File: config.mk
export PLATFORM = sky130hd
export DESIGN_NAME = dt_skeleton
export DESIGN_NICKNAME = d
export VERILOG_FILES = /design/src/rtl/dt_skeleton.sv
export SDC_FILE = /design/constraint.sdc
export NUM_CORES = 1
export LEC_CHECK = 0
export CAP_MARGIN = 20
export CORE_UTILIZATION = 45
export CTS_CLUSTER_SIZE = 20
export DETAILED_ROUTE_END_ITERATION = 12
export PLACE_DENSITY = 0.67
export SLEW_MARGIN = 20
export SYNTH_ARGS = -nofsm -noshare
export SYNTH_HDL_FRONTEND = slang
export SYNTH_SLANG_ARGS = --single-unit
File: constraint.sdc
create_clock -name clk -period 4.9 [get_ports clk]
set_input_delay 0.49 -clock clk [delete_from_list [all_inputs] [get_ports clk]]
set_output_delay 0.49 -clock clk [all_outputs]
set_load 0.01 [all_outputs]
File: src/rtl/dt_skeleton.sv
// Ridge (medial-axis) extractor for a distance map: scans the distance RAM in raster order
// and packs one ridge bit per pixel, 16 pixels per word, into the skeleton RAM.
module dt_skeleton #(
  parameter int IMG_W = 128,
  parameter int IMG_H = 128
) (
  input  logic        clk,
  input  logic        reset,
  input  logic        start,
  output logic        res_rd,
  output logic [13:0] res_addr,
  input  logic [7:0]  res_di,
  output logic        sk_wr,
  output logic [9:0]  sk_addr,
  output logic [15:0] sk_do,
  output logic [7:0]  max_dist,
  output logic [13:0] sk_count,
  output logic        done
);

  localparam int CW = $clog2(IMG_W);
  localparam int RW = $clog2(IMG_H);
  localparam logic [CW-1:0] COL_LAST = CW'(IMG_W - 1);
  localparam logic [RW-1:0] ROW_LAST = RW'(IMG_H - 1);
  localparam logic [13:0]   ROW_STEP = 14'(IMG_W);

  typedef enum logic [3:0] {
    IDLE, RD_C, CAP_C, RD_N, RD_S, RD_W, RD_E, DECIDE, WR, FIN
  } state_t;

  state_t        state_q, state_d;
  logic [CW-1:0] col_q;
  logic [RW-1:0] row_q;
  logic [13:0]   addr_q;     // row*IMG_W+col, advanced alongside col_q
  logic [9:0]    waddr_q;    // row*(IMG_W/16)+col/16, advanced on every word write
  logic [7:0]    centre_q;
  logic          cand_q;     // interior and nonzero: neighbour reads were issued
  logic          ge_q;       // centre >= every neighbour compared so far
  logic [15:0]   shift_q;
  logic [7:0]    max_q;
  logic [13:0]   count_q;

  logic interior, last_col, last_word, ridge_bit;

  assign interior  = (row_q != '0) && (row_q != ROW_LAST) &&
                     (col_q != '0) && (col_q != COL_LAST);
  assign last_col  = (col_q == COL_LAST);
  assign last_word = last_col && (row_q == ROW_LAST);
  // In DECIDE res_di carries the east neighbour read issued in RD_E.
  assign ridge_bit = cand_q && ge_q && (centre_q >= res_di);

  always_comb begin
    // NOTE: every combinational output gets a default first so no path can infer a latch.
    state_d  = state_q;
    res_rd   = 1'b0;
    res_addr = '0;
    sk_wr    = 1'b0;
    sk_addr  = '0;
    sk_do    = '0;
    unique case (state_q)
      IDLE, FIN: if (start) state_d = RD_C;
      RD_C: begin
        res_rd   = 1'b1;
        res_addr = addr_q;
        state_d  = CAP_C;
      end
      CAP_C: state_d = (interior && res_di != 8'd0) ? RD_N : DECIDE;
      RD_N: begin
        res_rd   = 1'b1;
        res_addr = addr_q - ROW_STEP;
        state_d  = RD_S;
      end
      RD_S: begin
        res_rd   = 1'b1;
        res_addr = addr_q + ROW_STEP;
        state_d  = RD_W;
      end
      RD_W: begin
        res_rd   = 1'b1;
        res_addr = addr_q - 14'd1;
        state_d  = RD_E;
      end
      RD_E: begin
        res_rd   = 1'b1;
        res_addr = addr_q + 14'd1;
        state_d  = DECIDE;
      end
      DECIDE: state_d = (col_q[3:0] == 4'hF) ? WR : RD_C;
      WR: begin
        sk_wr   = 1'b1;
        sk_addr = waddr_q;
        sk_do   = shift_q;
        state_d = last_word ? FIN : RD_C;
      end
      default: state_d = IDLE;
    endcase
  end

  always_ff @(posedge clk) begin
    // NOTE: reset is synchronous; all state, including scratch registers, uses non-blocking updates.
    if (!reset) begin
      state_q  <= IDLE;
      col_q    <= '0;
      row_q    <= '0;
      addr_q   <= '0;
      waddr_q  <= '0;
      centre_q <= '0;
      cand_q   <= 1'b0;
      ge_q     <= 1'b0;
      shift_q  <= '0;
      max_q    <= '0;
      count_q  <= '0;
    end else begin
      state_q <= state_d;
      unique case (state_q)
        IDLE, FIN: begin
          if (start) begin
            col_q   <= '0;
            row_q   <= '0;
            addr_q  <= '0;
            waddr_q <= '0;
            shift_q <= '0;
            max_q   <= '0;
            count_q <= '0;
          end
        end
        CAP_C: begin
          centre_q <= res_di;
          if (res_di > max_q) max_q <= res_di;
          cand_q <= interior && (res_di != 8'd0);
          ge_q   <= 1'b1;
        end
        RD_S, RD_W, RD_E: ge_q <= ge_q && (centre_q >= res_di);
        DECIDE: begin
          shift_q <= {shift_q[14:0], ridge_bit};
          if (ridge_bit && count_q != '1) count_q <= count_q + 14'd1;
          if (col_q[3:0] != 4'hF) begin
            col_q  <= col_q + 1'b1;
            addr_q <= addr_q + 14'd1;
          end
        end
        WR: begin
          waddr_q <= waddr_q + 10'd1;
          addr_q  <= addr_q + 14'd1;
          if (last_col) begin
            col_q <= '0;
            row_q <= row_q + 1'b1;
          end else begin
            col_q <= col_q + 1'b1;
          end
        end
        default: ;
      endcase
    end
  end

  assign max_dist = max_q;
  assign sk_count = count_q;
  assign done     = (state_q == FIN);

endmodule

==> results.md <==
* Final min period at 4260 ps
* Die H at 116 microns
* Yosys warns at 0
* VDD IR max at 0.000246 V
* Synth Flop Type: dfxtp_1
* Reg2reg setup slack at 1750 ps
* FF-to-FF path depth at 8
* Unrepaired setup endpoints after global routing: false
* CP Capture Type: output pin
* Reg2reg start: state_q[1]
* Top-area cell type share of the netlist area at 0.311
* Seq pwr share at 0.442
* Port Buf Inserts at 75
* Nets@finish at 842
* Final setup fails at 0
* Fmax at 235 MHz
* Clk_lat worst skew at 350 ps
* Synthesis-stage register bit count at 90
* Clock-pin slew of the registers on the worst-case setup and hold paths at 60 ps
* EDFF count, synth at 0
* Drt pass-1 iters at 7
* Fraction of the yosys area taken by sequential cells at 0.311
* Placer Congestion at 0.868
* CTS Sinks at 90
* CTS tree: done
* Antenna violations before repair at 0
* Htree depth at 3
* Pwr Density at 255 nW/um^2
* Max Cap Violations at 0
* Post-synthesis async set-or-reset flop share at 0
* Yosys cell types at 70
* Post-CTS setup buffers at 0
* Area after DPL at 6620 sq um
* Commonest cells in the netlist: dfxtp_1, nand2_1, o21ai_0
* DRC Markers at 0
* Die ar. at 13300 sq um
* Final instance area at 6890 sq um
* Clk pwr share at 0.363
* Clock root cell: clkbuf_16
* Post-layout util at 0.548
* WP data arrival at 3770 ps
* Count leader, synth: dfxtp_1
* Top post-synthesis cells by area: dfxtp_1, ha_1, nand2_1, o21ai_0, a21boi_0
* Routed WL at 14700 microns
* Status: finished clean
* CP Launch Type: flop
* Vias in the first global route at 5090
* Post-Synthesis Cells at 755
* First-pass GRT wire length at 24500 microns
* Worst Clk Skew at 12.4 ps
* Worst setup path category: reg -> out
* Min-Delay Startpoint: centre_q[0]
* Drt wl/cell at 15.1 microns
* All-Layer GR Usage at 0.228
* Initial core utilization at 0.461
* IO Count at 76
* Mean Syn Cell Area at 7.68 sq um
* DR iter-0 viols at 457
* Max FO, Critical Path at 14
* Area grow syn2layout at 18.7%
* Post-route ant nets at 0
* CP required at 4410 ps
* Cell area after technology mapping at 5800 sq um
* Setup TNS at 0 ps
* Comb pwr share at 0.195
* Pleak at 2.48 nW
* Vias/cell at 5.69
* GR Overflow Total at 0
* DIE WIDTH at 116 microns
* Mapped Nets at 796
* Routed via count at 5558
* Tcrit/Tclk final at 0.868
* Hold depth at 2
* TritonCTS buffer count at 9
* Worst reg2reg path endpoint: row_q[6]
* Switching Fraction at 0.301
* CTS Hold Bufs at 0
* Pin count of the biggest net entering global routing at 53
* Slew margin rel. at 0.358
* Cell taking the most area after synthesis: dfxtp_1
* Detail Placement HPWL at 10100 microns
* ANT cells at 0
* Hold Fails Final Rpt at 0
* Final hold slack at 469 ps
* Core area at 12600 sq um
* Switch Pwr at 0.529 mW
* WHS Endpoint: centre_q[0]
* Design internal power at 1.23 mW
* Row cnt at 41
* Clock buffer depth at 2
* Worst-Margin Slew at 956 ps
* Layout cells sized above 1 at 0.0497
* HP Class: reg -> reg
* PostCTS Resize Cnt at 0
* Max-slew violations at 0
## power groups by stage
stage,clock network (mW),logic [mW],registers [mW]
final,0.639,0.344,0.777
after global routing,0.682,0.380,0.779
after CTS,0.664,0.341,0.775
after detailed placement,0,0.339,0.792
after global placement,0,0.333,0.790
after floorplan,0,0.234,0.775
## layout by cell type, fill, tap and decap left out, types with 4 or more instances in the layout
cell type        instances
o21ai_0                 52
nor3b_1                  5
clkbuf_16                9
a21boi_0                34
or4_1                    4
nand4_1                  8
or3_1                    7
nand2_1                 83
xor2_1                   7
nand3_1                 49
a21o_1                   6
inv_1                   29
and2_1                  40
nor3_1                  25
nor2b_1                 23
nor4_1                   5
buf_4                    7
nand2b_1                 4
nor2_1                  45
o22ai_1                  7
and3_1                  22
clkdlybuf4s50_1         74
xnor2_1                 10
ha_1                    29
a22oi_1                  6
a221oi_1                 4
dfxtp_1                 90
a21oi_1                 39
a22o_1                   7
o21a_1                   8
## metrics by stage
step / cells / setup WS [ps] / power (mW)
floorplan: 755 / 1870 / 1.01
global placement: 962 / 1160 / 1.12
detailed placement: 962 / 1020 / 1.13
CTS: 977 / 641 / 1.78
global route: 977 / 355 / 1.84
finish: 977 / 645 / 1.76
## registers in the layout, indices dropped and copies added, names as in the netlist
name and count:
shift_q 16, addr_q 14, sk_count 14, waddr_q 10
centre_q 8, max_dist 8, col_q 7, row_q 7
state_q 4, cand_q 1, ge_q 1
## how the worst max path moves through the flow
stage	startpoint	to	cells past startpoint
5_1_grt	state_q[2]	res_addr[13]	11
6_report	state_q[2]	res_addr[13]	11
3_3_place_gp	state_q[2]	res_addr[13]	11
4_1_cts	state_q[2]	res_addr[13]	11
2_1_floorplan	state_q[2]	res_addr[13]	12
3_5_place_dp	state_q[2]	res_addr[13]	11
## critical path, cell delays in order, from the launching register on
cell and delay (ps):
dfxtp_1 640, inv_2 210, nor4_2 440, inv_1 230, ha_1 370, nor2b_1 160, o31a_1 250, o21ai_0 170
nand2b_1 90, xnor2_1 130, o221ai_1 170, clkdlybuf4s50_1 570
## per-layer routing
metal	routed length, microns	part of all wire	GRT usage
met1	6950	0.47	0.288
met2	7000	0.48	0.396
met3	696	0.047	0.0513
met4	82	0.0056	0.0494
met5	0	0	0
## area by class of cell
type | instances | area (sq um)
Clock buffer | 9 | 225
Clock inverter | 6 | 42.5
Fill cell | 1180 | 5680
Inverter | 30 | 113
Multi-Input combinational cell | 588 | 3690
Sequential cell | 90 | 1800
Tap cell | 172 | 215
Timing Repair Buffer | 82 | 798
## cell families after synthesis
kind of cell,count (synthesis),share of synthesized area
AND/OR/NAND/NOR,339,0.310
adder cells (fa/ha/maj),30,0.0660
XOR/XNOR,18,0.0285
AO/OA/AOI/OAI,200,0.230
buffers and inverters,77,0.0537
flip-flops,90,0.311
multiplexers,1,0.00173
(Power assumes the default switching activity.)
